File: src/rtl/if_fetch_unit.sv
// IF-stage fetch engine: owns the PC, requests words from instruction
// memory and feeds PCplus4F/PCplus8F/InstrF to the IF/ID register.
// Ports:
//   clk, reset (async, active-high)
//   stall, Int, eret, epc, branch_taken, branch_target -- control in
//   im_req/im_addr out, im_ready/im_rdata in           -- memory handshake
//   PCplus4F, PCplus8F, InstrF, fetch_exc              -- to IF/ID
// Build option: FETCH_ALIGN_CHECK_EN enables the AdEL address check.
module if_fetch_unit #(
  parameter logic [31:0] RESET_PC  = 32'h0000_3000,
  parameter logic [31:0] EXC_ENTRY = 32'h0000_4180
`ifdef FETCH_ALIGN_CHECK_EN
  ,
  parameter logic [31:0] ADDR_LO   = 32'h0000_3000,
  parameter logic [31:0] ADDR_HI   = 32'h0000_4FFF
`endif
) (
  input  logic        clk,
  input  logic        reset,
  input  logic        stall,
  input  logic        Int,
  input  logic        eret,
  input  logic [31:0] epc,
  input  logic        branch_taken,
  input  logic [31:0] branch_target,
  output logic        im_req,
  output logic [31:0] im_addr,
  input  logic        im_ready,
  input  logic [31:0] im_rdata,
  output logic [31:0] PCplus4F,
  output logic [31:0] PCplus8F,
  output logic [31:0] InstrF,
  output logic        fetch_exc
);

  typedef enum logic [1:0] {
    S_FETCH = 2'd0,
    S_HOLD  = 2'd1,
    S_DRAIN = 2'd2
  } state_t;

  state_t      r_state;
  logic [31:0] r_req_addr;
  logic [31:0] r_buf;
  logic [31:0] r_tgt;
  logic        r_tgt_valid;

  state_t      w_state_nx;
  logic [31:0] w_req_addr_nx;
  logic [31:0] w_buf_nx;
  logic [31:0] w_tgt_nx;
  logic        w_tgt_valid_nx;

  logic        w_bad;
  logic        w_rdy;
  logic        w_flush;
  logic [31:0] w_ftgt;
  logic        w_deliver;

`ifdef FETCH_ALIGN_CHECK_EN
  assign w_bad = (r_req_addr[1:0] != 2'b00)
              || (r_req_addr < ADDR_LO)
              || (r_req_addr > ADDR_HI);
  assign im_addr = r_req_addr;
`else
  assign w_bad = 1'b0;
  assign im_addr = {r_req_addr[31:2], 2'b00};
`endif

  assign fetch_exc = w_bad;
  assign im_req = (r_state != S_HOLD) && !w_bad;
  // No request is on the bus while the address is illegal.
  assign w_rdy = im_ready && !w_bad;
  assign w_flush = Int || eret;
  assign w_ftgt = Int ? EXC_ENTRY : epc;
  assign w_deliver = (((r_state == S_FETCH) && w_rdy)
                     || (r_state == S_HOLD))
                     && !stall && !w_flush;

  assign PCplus4F = r_req_addr + 32'd4;
  assign PCplus8F = r_req_addr + 32'd8;

  always_comb begin
    InstrF = 32'h0;
    if ((r_state == S_FETCH) && w_rdy)
      InstrF = im_rdata;
    else if (r_state == S_HOLD)
      InstrF = r_buf;
  end

  always_comb begin
    w_state_nx     = r_state;
    w_req_addr_nx  = r_req_addr;
    w_buf_nx       = r_buf;
    w_tgt_nx       = r_tgt;
    w_tgt_valid_nx = r_tgt_valid;
    unique case (r_state)
      S_FETCH: begin
        if (w_flush) begin
          // An issued request cannot be cancelled: wait it out.
          if (w_rdy || w_bad) begin
            w_req_addr_nx  = w_ftgt;
            w_tgt_valid_nx = 1'b0;
          end else begin
            w_tgt_nx       = w_ftgt;
            w_tgt_valid_nx = 1'b1;
            w_state_nx     = S_DRAIN;
          end
        end else if (w_rdy && stall) begin
          w_buf_nx   = im_rdata;
          w_state_nx = S_HOLD;
        end
      end
      S_HOLD: begin
        if (w_flush) begin
          w_req_addr_nx  = w_ftgt;
          w_tgt_valid_nx = 1'b0;
          w_state_nx     = S_FETCH;
        end
      end
      S_DRAIN: begin
        if (w_flush) begin
          w_tgt_nx = w_ftgt;
        end else if (im_ready) begin
          w_req_addr_nx  = r_tgt;
          w_tgt_valid_nx = 1'b0;
          w_state_nx     = S_FETCH;
        end
      end
      default: w_state_nx = S_FETCH;
    endcase
    // Delivered word is the delay slot; a pending branch lands after it.
    if (w_deliver) begin
      w_req_addr_nx  = branch_taken ? branch_target
                     : r_tgt_valid  ? r_tgt
                     : r_req_addr + 32'd4;
      w_tgt_valid_nx = 1'b0;
      w_state_nx     = S_FETCH;
    end else if (branch_taken && !stall && !w_flush
                 && (r_state != S_DRAIN)) begin
      w_tgt_nx       = branch_target;
      w_tgt_valid_nx = 1'b1;
    end
  end

  always_ff @(posedge clk or posedge reset) begin
    if (reset) begin
      r_state     <= S_FETCH;
      r_req_addr  <= RESET_PC;
      r_buf       <= 32'h0;
      r_tgt       <= 32'h0;
      r_tgt_valid <= 1'b0;
    end else begin
      r_state     <= w_state_nx;
      r_req_addr  <= w_req_addr_nx;
      r_buf       <= w_buf_nx;
      r_tgt       <= w_tgt_nx;
      r_tgt_valid <= w_tgt_valid_nx;
    end
  end

endmodule

File: config.mk
export PLATFORM = sky130hd
export DESIGN_NAME = if_fetch_unit
export DESIGN_NICKNAME = d
export VERILOG_FILES = /design/src/rtl/if_fetch_unit.sv
export SDC_FILE = /design/constraint.sdc
export NUM_CORES = 1
export LEC_CHECK = 0
export ABC_CLOCK_PERIOD_IN_PS = 8700
export BUFFER_PORTS_ARGS = -buffer_cell sky130_fd_sc_hd__buf_2
export CAP_MARGIN = 20
export CORE_MARGIN = 8
export CORE_UTILIZATION = 36
export CTS_CLUSTER_DIAMETER = 50
export DETAILED_ROUTE_END_ITERATION = 6
export PLACE_DENSITY_LB_ADDON = 0.05
export SLEW_MARGIN = 20
export SYNTH_ARGS = -nofsm -noshare
export SYNTH_HDL_FRONTEND = slang
export SYNTH_SLANG_ARGS = --single-unit
File: constraint.sdc
create_clock -name clk -period 8.7 [get_ports clk]
set_input_delay 0.87 -clock clk [delete_from_list [all_inputs] [get_ports clk]]
set_output_delay 0.87 -clock clk [all_outputs]
set_load 0.05 [all_outputs]
== Word level (Yosys, flattened, before mapping) ==
Index checks and enable logic that the tools add are counted.

* Register bits: 99
* Bits of input ports: 103
* Output and inout port bits: 130
* Logic and storage cells: 75

* $add $sub $neg: 2
* Equality and inequality tests: 15
* Mux-type cells: 34
* Bitwise operators: 1
* Reductions and logical operators: 18

{| class="wikitable"
|+ Operators with widths
! operator !! count
|-
| $mux W32 || 16
|-
| $pmux W32 S3 || 1
|-
| $pmux W32 S2 || 1
|-
| $add A32 B3 Y32 const B || 1
|-
| $add A32 B4 Y32 const B || 1
|-
| $ne A3 B3 Y1 const B || 5
|-
| $mux W2 || 7
|-
| $ne A4 B3 Y1 const B || 3
|-
| $ne A4 B4 Y1 const B || 3
|-
| $reduce_and A5 Y1 || 2
|-
| $logic_and A1 B1 Y1 || 7
|-
| $mux W1 || 7
|-
| $pmux W2 S3 || 1
|-
| $reduce_and A6 Y1 || 1
|-
| $reduce_bool A5 Y1 || 1
|-
| $reduce_bool A4 Y1 || 1
|-
| $pmux W1 S3 || 1
|-
| $reduce_and A3 Y1 || 1
|-
| $eq A2 B1 Y1 const B || 1
|-
| $eq A2 B2 Y1 const B || 1
|-
| $logic_not A1 Y1 || 2
|-
| $logic_not A2 Y1 || 1
|-
| $logic_or A1 B1 Y1 || 2
|-
| $ne A2 B1 Y1 const B || 1
|-
| 2 further kinds || 2
|}

== Depth between registers and ports, before layout ==
* Word-level depth: 7
* Depth in mapped cells: 11
* Depth with buffers taken out: 8

== Worst setup path before layout ==
OpenSTA, ideal clock, no wires.

* Path kind: register to output
* Start point: register r_req_addr[4]
* End point: output port PCplus4F[31]
* Arrival: 2,928 ps
* Data required time: 7,830 ps
* Path slack: 4,902 ps
* Stages on the path, launching flop included: 7
* Buffers on the path: 1
* Cell sequence: dfrtp_1 ha_1 buf_2 nand3_1 or4_4 nor4_4 xor2_1

* Longest elaborated chain between the ends: 1

{| class="wikitable"
|+ RTL lines
! element !! RTL line !! source
|-
| start: declaration || 43 || <nowiki>logic [31:0] r_req_addr;</nowiki>
|-
| start signal: assignment || 155 || <nowiki>r_req_addr <= w_req_addr_nx;</nowiki>
|-
| $add A32 B3 Y32 || 80 || <nowiki>assign PCplus4F = r_req_addr + 32'd4;</nowiki>
|-
| end: declaration || 30 || <nowiki>output logic [31:0] PCplus4F,</nowiki>
|}

No other way between the ends.

== Worst setup path after layout ==
* Start point: register r_req_addr[4]
* End point: output port PCplus4F[29]

Same word-level chain as after synthesis.

==> results.yml <==
outcome:
  status: "finished clean"
finish:
  drive_gt1_share_pct: 27.3
  final_cells: 1394
  nets: 1225
  fillers: 2166
  fin_util_pct: 43.5
  areaGrowthSynthToFinish_pct: 19.7
  fin_area_um2: 9060
  antennaDiodeCount: 0
sta:
  skew_ps: 12.5
  finalSetupViolCount: 0
  finalHoldViolCount: 0
  whs_ps: 507
  layout_min_cycle_time_ps: 4150
  finalCritPeriodShare_pct: 47.7
  report.final.slew_viol_count: 0
  rsz0062_at_grt: "no"
  worstMarginPinSlew_ps: 1040
  clock.fmax_mhz: 241
  setup_tns_ps: 0
  setup_ws_ps: 4550
  slew_headroom_pct: 30.1
floorplan:
  initial_core_util_pct: 36.4
  fp.dieH_um: 161
  io_pins: 233
  die_w_um: 161
  core.rowCount: 53
  core_um2: 20800
  die-area_um2: 25900
worst_setup_path:
  cp_max_fo: 8
  critPathLaunch: "r_req_addr[4]$_DFFE_PP0P_"
  timing.rr.start: "r_state[0]$_DFFE_PP0P_"
  end_kind: "output port"
  path_delay_family: "simple AND/OR/NAND/NOR gates"
  worstPathArrival_ps: 3280
  r2r_cells: 8
  cp-endpoint: "PCplus4F[29]"
  path_cells: "ha_1 -> nand3_1 -> nor4_2 -> nand2_1 -> nor3_2 -> xor2_1 -> buf_2"
  cp.depth: 7
  slowest_stage: "nor4_2"
  cp.required_ps: 7830
  crit_buf_inv: 1
  slowest_delay_ps: 560
  reg2reg_to: "r_tgt[28]$_DFF_PP0_"
  rrSetupSlack_ps: 5360
  critPathKind: "reg -> out"
  crit_path_start_kind: "flip-flop"
global_route:
  use_met3_pct: 4.61
  grt_start_max_net_pins: 70
  grtUsageMet1_pct: 29.4
  grt_use_met2_pct: 33.3
  grt_pass1_vias: 7569
  antenna_found_initial: 3
  track_usage_pct: 21.3
  grt_overflow: 0
  grt_pass1_wl_mm: 44.4
  top_usage_layer: "met2"
yosys:
  muxShareOfSynthArea_pct: 6.87
  synth-seq-cells: 99
  synth_area_leader_cell: "dfrtp_1"
  async_flop_share_pct: 100
  syn_avg_cell_area_um2: 7.91
  seq_area_frac_synth_pct: 32.8
  syn_inst: 957
  ys_warn_count: 0
  synth_compound_area_share_pct: 26.7
  synth_xor_area_share_pct: 6.36
  synth.cell_area_um2: 7570
  synth_edf_count: 0
  synth_cell_types: 62
  synth_top_family_by_area: "compound AO/OA/AOI/OAI gates"
  yosys.area_share.simple_pct: 19.6
  yosys.area.top_type_share_pct: 32.1
  synthAdderAreaFrac_pct: 1.16
  synth_area_leaders: "dfrtp_1 (32%), nand2_1 (6.6%), o21ai_0 (6.5%)"
  synth-main-ff-cell: "dfrtp_1"
clocking:
  cts_resized: 0
  cts_sinks: 99
  clk_pin_slew_ps: 70
  cts_tree: "done"
  cts_made_buffers: 9
  cts_hold_buf: 0
  htree_levels: 3
  clockRootBuffer: "clkbuf_16"
  insertion_delay_ps: 350
  post_cts_buffers: 0
  cts_buffer_depth: 2
pwr:
  p_sw_mw: 1.89
  ir_worst_vdd_mv: 0.127
  p_clk_share_pct: 12.2
  p_leak_nw: 4.11
  intPower_mw: 1.47
  power_mw: 3.36
  power.density_nw_per_um2: 371
  p_sw_share_pct: 56.2
  combPwrFrac_pct: 59.3
  seqPwrFrac_pct: 28.5
detailed_routing:
  drc: 0
  wire_per_inst_um: 20.6
  drt_iter0_markers: 702
  via_per_inst: 5.64
  wirelength_mm: 28.7
  dr.pass1.iters: 6
  vias: 7862
  drtAntennaViolNets: 0
placed_design:
  hpwl_mm: 20.6
  place_ws_ps: 4700
  port_buffers: 229
  dp_cells: 1379
  place_congestion: 0.790
  placed_cell_area_um2: 8770
min_path:
  hold_path_class: "reg -> reg"
run:
  cap_violations: 0
cell type report:
type,count,area (µm²),share of cell area [%]
clock buffers,10,229,2.53
well taps,275,344,3.80
inverters,26,100,1.10
repair buffers,239,1220,13.5
clock inverters,5,55.1,0.607
multi-input cells,740,4630,51.1
flip-flops and latches,99,2480,27.4
flip-flops by register name, indices dropped and copies added (netlist names):
name,count
r_tgt_valid,1
r_tgt,32
r_state,2
r_buf,32
r_req_addr,32
power groups by stage:
stage / clock, mW / sequential (mW) / combinational [mW]
after floorplan: 0 / 1.04 / 1.44
after global placement: 0 / 0.961 / 1.99
after detailed placement: 0 / 0.964 / 2.00
after CTS: 0.418 / 0.957 / 2.00
after global routing: 0.434 / 0.996 / 2.14
final: 0.409 / 0.959 / 2.00
Yosys cell counts (3+ instances only):
cell type / count
nand2_1: 134
o21ai_0: 98
dfrtp_1: 97
nor2_1: 74
clkbuf_1: 64
a21oi_1: 58
mux2_2: 32
xnor2_1: 30
nand3_1: 29
xor2_1: 25
inv_1: 24
a221oi_1: 22
a222oi_1: 19
nor3_1: 19
buf_2: 16
mux2i_1: 16
o21ai_1: 16
a22o_1: 13
a22oi_1: 13
and3_1: 11
a31oi_1: 10
nand2b_1: 10
o22ai_1: 10
o31ai_1: 10
a211oi_1: 8
buf_1: 8
ha_1: 7
nand4_1: 7
o211ai_1: 7
and2_1: 6
buf_4: 6
o22a_1: 5
a221o_1: 4
and4_1: 4
o221ai_1: 4
a21o_1: 3
nor3_2: 3
o2bb2ai_1: 3
worst min-delay path by stage:
stage,slack [ps],from,endpoint,depth (start not counted)
after floorplan,480,r_buf[11]$_DFFE_PP0P_,r_buf[11]$_DFFE_PP0P_,1
after global placement,490,r_buf[24]$_DFFE_PP0P_,r_buf[24]$_DFFE_PP0P_,1
after detailed placement,490,r_buf[11]$_DFFE_PP0P_,r_buf[11]$_DFFE_PP0P_,1
after CTS,510,r_buf[24]$_DFFE_PP0P_,r_buf[24]$_DFFE_PP0P_,1
after global routing,520,r_buf[30]$_DFFE_PP0P_,r_buf[30]$_DFFE_PP0P_,1
final,510,r_buf[4]$_DFFE_PP0P_,r_buf[4]$_DFFE_PP0P_,1
logic make-up after synthesis:
family / after synthesis
adders and majority gates: 7
DFF: 99
other: 1
xor gates and xnor gates: 55
muxes: 48
AOI/OAI and AO/OA: 313
buffers and inverters: 120
and+or+nand+nor: 314
cell usage in the layout, fill, tap and decap left out, types with 9 or more instances in the layout:
| master | n |
|---|---|
| buf_4 | 10 |
| and3_1 | 11 |
| inv_1 | 23 |
| mux2_2 | 32 |
| a222oi_1 | 19 |
| a22oi_1 | 13 |
| nand3_1 | 28 |
| a31oi_1 | 10 |
| nand2_1 | 134 |
| xor2_1 | 25 |
| nor2_1 | 72 |
| xnor2_1 | 30 |
| o31ai_1 | 10 |
| a21oi_1 | 58 |
| nand2b_1 | 10 |
| buf_2 | 229 |
| a22o_1 | 13 |
| dfrtp_1 | 97 |
| o22ai_1 | 10 |
| o21ai_0 | 98 |
| o21ai_1 | 15 |
| a221oi_1 | 22 |
| nor3_1 | 19 |
| mux2i_1 | 16 |
| clkbuf_16 | 9 |
per-layer routing:
| layer | routed length [µm] | up-vias | part of all wire (%) |
|---|---|---|---|
| met5 | 29 | - | 0.10 |
| met4 | 387 | 6 | 1.3 |
| met3 | 2400 | 27 | 8.4 |
| met2 | 13100 | 330 | 46 |
| met1 | 12800 | 3722 | 45 |
| li1 | - | 3777 | - |
(Power assumes the default switching activity.)
